--- config.mk ---
export PLATFORM = sky130hd
export DESIGN_NAME = mem_access_stage
export DESIGN_NICKNAME = d
export VERILOG_FILES = /design/src/rtl/mem_access_stage.sv
export SDC_FILE = /design/constraint.sdc
export NUM_CORES = 1
export LEC_CHECK = 0
export CORE_MARGIN = 2
export CORE_UTILIZATION = 37
export DETAILED_ROUTE_END_ITERATION = 10
export GPL_TIMING_DRIVEN = 0
export PLACE_DENSITY = 0.77
export SLEW_MARGIN = 20
export SYNTH_ARGS = -nofsm -noshare
export SYNTH_HDL_FRONTEND = slang
export SYNTH_SLANG_ARGS = --single-unit
--- constraint.sdc ---
create_clock -name clk -period 1.4 [get_ports clk]
set_input_delay 0.14 -clock clk [delete_from_list [all_inputs] [get_ports clk]]
set_output_delay 0.14 -clock clk [all_outputs]
set_load 0.01 [all_outputs]
--- src/rtl/mem_access_stage.sv ---
// mem_access_stage: MEM pipeline stage plus the MEM/WB boundary register.
// Issues one request per load/store to a multi-cycle data memory, stalls the
// upstream pipeline until the memory answers (or a watchdog expires), then hands
// the writeback bundle to WB. WB receives bubbles while the stage is stalled.
//
// Ports:
//   clk, rst_n                 clock, asynchronous active-low reset
//   i_mem_read / i_mem_write   load / store in MEM (both set is treated as a store)
//   i_mem_to_reg, i_reg_write  WB controls from EX/MEM
//   i_halt                     halt marker from EX/MEM
//   i_alu_val                  byte address for ld/st, otherwise ALU result
//   i_read_data2               store data
//   i_dst_reg                  destination register
//   i_mem_rdata, i_mem_valid   memory completion (read data or write ack)
//   o_mem_req, o_mem_wr        one-cycle request pulse, write qualifier
//   o_mem_addr, o_mem_wdata    word-aligned address and store data
//   o_mem_stall                freeze PC, IF/ID, ID/EX, EX/MEM
//   o_mem_err                  sticky watchdog timeout flag
//   o_wb_*                     registered writeback bundle
module mem_access_stage #(
    parameter int unsigned TIMEOUT_CYC = 15
) (
    input  logic        clk,
    input  logic        rst_n,
    input  logic        i_mem_read,
    input  logic        i_mem_write,
    input  logic        i_mem_to_reg,
    input  logic        i_reg_write,
    input  logic        i_halt,
    input  logic [15:0] i_alu_val,
    input  logic [15:0] i_read_data2,
    input  logic [3:0]  i_dst_reg,
    input  logic [15:0] i_mem_rdata,
    input  logic        i_mem_valid,
    output logic        o_mem_req,
    output logic        o_mem_wr,
    output logic [15:0] o_mem_addr,
    output logic [15:0] o_mem_wdata,
    output logic        o_mem_stall,
    output logic        o_mem_err,
    output logic        o_wb_mem_to_reg,
    output logic        o_wb_reg_write,
    output logic        o_wb_halt,
    output logic [15:0] o_wb_alu_val,
    output logic [15:0] o_wb_mem_data,
    output logic [3:0]  o_wb_dst_reg
);

    typedef enum logic [1:0] {StIdle, StBusy, StDone} state_e;

    localparam logic [7:0] CntLast = 8'(TIMEOUT_CYC - 1);

    state_e      r_state, w_state_next;
    logic [7:0]  r_cnt, w_cnt_next;
    logic [15:0] r_hold, w_hold_next;
    logic        r_err, w_err_next;
    logic        w_acc;

    logic        r_wb_mem_to_reg, r_wb_reg_write, r_wb_halt;
    logic [15:0] r_wb_alu_val, r_wb_mem_data;
    logic [3:0]  r_wb_dst_reg;

    assign w_acc = i_mem_read | i_mem_write;

    // State register
    always_ff @(posedge clk or negedge rst_n) begin
        if (!rst_n) begin
            r_state <= StIdle;
            r_cnt   <= 8'd0;
            r_hold  <= 16'd0;
            r_err   <= 1'b0;
        end else begin
            r_state <= w_state_next;
            r_cnt   <= w_cnt_next;
            r_hold  <= w_hold_next;
            r_err   <= w_err_next;
        end
    end

    // Next-state logic
    always_comb begin
        w_state_next = r_state;
        w_cnt_next   = r_cnt;
        w_hold_next  = r_hold;
        w_err_next   = r_err;
        unique case (r_state)
            StIdle: begin
                if (w_acc) begin
                    w_state_next = StBusy;
                    w_cnt_next   = 8'd0;
                end
            end
            StBusy: begin
                w_cnt_next = r_cnt + 8'd1;
                // A completion in the final watchdog cycle still wins over the timeout.
                if (i_mem_valid) begin
                    w_hold_next  = i_mem_rdata;
                    w_state_next = StDone;
                end else if (r_cnt == CntLast) begin
                    w_err_next   = 1'b1;
                    w_hold_next  = 16'd0;
                    w_state_next = StDone;
                end
            end
            StDone: begin
                // Upstream advances during DONE, so IDLE sees a fresh instruction.
                w_state_next = StIdle;
            end
            default: begin
                w_state_next = StIdle;
            end
        endcase
    end

    // Output logic
    always_comb begin
        o_mem_req   = 1'b0;
        o_mem_stall = 1'b0;
        unique case (r_state)
            StIdle: begin
                o_mem_req   = w_acc;
                o_mem_stall = w_acc;
            end
            StBusy: begin
                o_mem_stall = 1'b1;
            end
            StDone: begin
                o_mem_stall = 1'b0;
            end
            default: begin
                o_mem_stall = 1'b0;
            end
        endcase
    end

    assign o_mem_wr    = o_mem_req & i_mem_write;
    assign o_mem_addr  = {i_alu_val[15:1], 1'b0};
    assign o_mem_wdata = i_read_data2;
    assign o_mem_err   = r_err;

    // MEM/WB register: control fields are squashed to a bubble while stalled.
    always_ff @(posedge clk or negedge rst_n) begin
        if (!rst_n) begin
            r_wb_mem_to_reg <= 1'b0;
            r_wb_reg_write  <= 1'b0;
            r_wb_halt       <= 1'b0;
            r_wb_alu_val    <= 16'd0;
            r_wb_mem_data   <= 16'd0;
            r_wb_dst_reg    <= 4'd0;
        end else begin
            r_wb_alu_val  <= i_alu_val;
            r_wb_dst_reg  <= i_dst_reg;
            r_wb_mem_data <= (r_state == StDone) ? r_hold : i_mem_rdata;
            if (o_mem_stall) begin
                r_wb_mem_to_reg <= 1'b0;
                r_wb_reg_write  <= 1'b0;
                r_wb_halt       <= 1'b0;
            end else begin
                r_wb_mem_to_reg <= i_mem_to_reg;
                r_wb_reg_write  <= i_reg_write;
                r_wb_halt       <= i_halt;
            end
        end
    end

    assign o_wb_mem_to_reg = r_wb_mem_to_reg;
    assign o_wb_reg_write  = r_wb_reg_write;
    assign o_wb_halt       = r_wb_halt;
    assign o_wb_alu_val    = r_wb_alu_val;
    assign o_wb_mem_data   = r_wb_mem_data;
    assign o_wb_dst_reg    = r_wb_dst_reg;

endmodule

==> impl_metrics.tcl <==
set metrics [dict create \
    wl_per_cell_um 13.9 \
    io_pins 135 \
    dp.final_hpwl_mm 4.37 \
    syn-cell-area_mm2 0.00283 \
    grt.overflow.total 0 \
    die_h_um 91.4 \
    post-route-period-util_pct 105 \
    synth_nets 288 \
    cts.sinks 66 \
    synth_area_leaders "dfrtp_1 (58%), buf_4 (8.5%), mux2_4 (5.3%)" \
    maxCapViolations 0 \
    cts_tree "yes" \
    final_cell_area_mm2 0.00460 \
    grt_max_degree 51 \
    finalHoldViolCount 0 \
    critPathLaunchType "flip-flop" \
    htree_levels 3 \
    path_max_fanout 5 \
    arrival_ns 1.33 \
    synth_compound_area_share_pct 10.3 \
    fin_tns_setup_ns -0.392 \
    slew_viol_final 0 \
    start_util_pct 38.6 \
    n_antenna_cell 0 \
    cts-root-buf "clkbuf_8" \
    setup_viol_count_final 15 \
    path_clk_slew_ns 0.07 \
    synth_cell_type_count 34 \
    row_count 31 \
    grt_use_total_pct 15.9 \
    final_nets 428 \
    status "complete, but fails checks" \
    synth_top_family_by_area "buffers and inverters" \
    power_mw 6.75 \
    antenna_found_initial 0 \
    violations "setup timing" \
    final.setup_skew_ns 0.00623 \
    max_freq_mhz 678 \
    via_per_inst 4.71 \
    period_minus_slack_ns 1.47 \
    core_area_mm2 0.00733 \
    dr.pass1.iters 4 \
    synth_top_area_share_pct 58.4 \
    wl_mm 6.51 \
    grt_pass1_wl_mm 10.5 \
    cts-buffers-inserted 9 \
    drt_first_iter_violations 71 \
    rsz0062_at_grt "yes" \
    final_layout_size_suffix_gt1_share_pct 30.7 \
    clk_path_buf_depth 2 \
    grt_pass1_vias 2270 \
    synth_seq_cells 66 \
    vias 2214 \
    synthSimpleGateAreaFrac_pct 9.74 \
    drtAntennaViolNets 0 \
    power.density_mw_per_mm2 1460 \
    place.gp.congestion 0.771 \
    die_w_um 91.4 \
    synthMuxAreaShare_pct 8.76 \
    synth_area_leader_cell "dfrtp_1" \
    hp-class "in2async" \
    p_leak_nw 2.12 \
    critical_path_class "reg2out" \
    synth_xor_area_share_pct 0.310 \
    fin_ws_ns -0.0740 \
    drcViolationCount 0 \
    synthToLayoutAreaGrowth_pct 62.9 \
    avgSynthCellArea_um2 12.5 \
    synthCells 226 \
    yosysSeqAreaShare_pct 58.4 \
    critPathCaptureType "primary output" \
    portBuffers 117 \
    synth-adder-area-share_pct 0.885 \
    vdd_drop_max_mv 0.559 \
    yosysWarnings 0 \
    required_ns 1.26 \
    clkLatencyLatePin_ns 0.34 \
    dpl-instance-area_mm2 0.00415 \
    fin_hold_ws_ns 0.217 \
    die_area_mm2 0.00835 \
]
==> kinds of logic after synthesis <==
group	Yosys count
AOI/OAI and AO/OA	47
xor gates and xnor gates	1
adders and majority gates	2
buffers and inverters	47
DFF	66
muxes	19
other	1
and+or+nand+nor	43
==> stage by stage <==
| stage | instances | utilization, % | setup WS, ns |
|---|---|---|---|
| after floorplan | 226 | - | -0.00146 |
| after global placement | 442 | 56.2 | -1.97 |
| after detailed placement | 443 | 56.6 | -0.450 |
| after CTS | 470 | 62.0 | -0.103 |
| after global routing | 470 | 62.8 | -0.131 |
| final | 470 | 62.8 | -0.0740 |
==> layer usage <==
metal / global-route usage [%] / routed length, um / vias to the layer above
met3: 3.82 / 362 / 9
li1: - / - / 1027
met2: 26.5 / 3310 / 90
met4: 7.70 / 88 / 0
met1: 19.1 / 2750 / 1088
met5: 0 / 0 / -
==> repair_timing <==
action | in CTS | in global routing
gates resized for setup | 54 | 24
pin swaps | 13 | 3
endpoints found under the setup margin | 36 | 45
buffers inserted | 10 | 0
hold endpoints to repair | 66 | 0
gates cloned | 2 | 0
hold buffers | 1 | 0
==> critical path: stages, from the launching register on <==
cell and delay [ns]:
dfrtp_1 0.40, buf_6 0.14, or2_4 0.26, nor2_4 0.10, buf_6 0.11
==> cell usage after synthesis, drive strengths merged <==
cell / instances
dfrtp: 66
buf: 39
o21ai: 25
nand2b: 17
a22oi: 16
mux2: 16
nor2: 6
nor2b: 5
clkbuf: 4
inv: 4
mux2i: 3
nor3: 3
ha: 2
nand3b: 2
nand4: 2
or3: 2
a211oi: 1
a21o: 1
and3b: 1
conb: 1
nand2: 1
nand3: 1
nand4b: 1
nor4: 1
o21a: 1
o21bai: 1
o22ai: 1
o32ai: 1
or2: 1
xor2: 1
==> final cells by class <==
class,count,area (um2)
Fill cell,569,2730
Clock inverter,7,93.8
Inverter,4,15.0
Clock buffer,9,124
Timing Repair Buffer,131,1330
Buffer,41,307
Sequential cell,66,1650
Multi-Input combinational cell,113,960
Tap cell,99,124
==> worst paths after layout <==
path / from / to / slack (ns) / depth (start not counted)
max reg2reg: r_cnt[0]$_DFFE_PN0P_ / r_hold[13]$_DFFE_PN0P_ / -0.03 / 7
max: r_state[1]$_DFFE_PN0P_ / o_mem_req / -0.07 / 4
max in group asynchronous: rst_n / r_state[0]$_DFFE_PN0P_ / 0.66 / 3
min in group clk: i_dst_reg[3] / o_wb_dst_reg[3]$_DFF_PN0_ / 0.24 / 1
min reg2reg: o_mem_err$_DFFE_PN0P_ / o_mem_err$_DFFE_PN0P_ / 0.45 / 1
min: rst_n / o_wb_mem_data[14]$_DFF_PN0_ / 0.22 / 2
==> cells in the final DEF (no fill, tap or decap), types with 2 or more instances in the layout <==
cell type / instances
a22oi_1: 15
buf_2: 3
buf_4: 44
buf_6: 6
bufinv_16: 2
clkbuf_1: 2
clkbuf_8: 9
clkdlybuf4s50_1: 98
clkinv_2: 2
clkinvlp_4: 2
dfrtp_1: 65
dlygate4sd2_1: 2
dlymetal6s2s_1: 13
inv_1: 4
mux2_2: 6
mux2_4: 10
mux2i_1: 3
nand2b_1: 17
nand3b_1: 2
nand4_1: 2
nor2_1: 2
nor2_2: 3
nor2b_1: 5
o21ai_0: 10
o21ai_1: 3
o21ai_2: 12
or3_1: 2
==> power breakdown <==
part	internal (mW)	switching [mW]
combinational	1.34	1.02
clock	0.998	0.730
sequential	2.35	0.304
total	4.69	2.06
No activity file was read; power rests on OpenSTA's default activity.
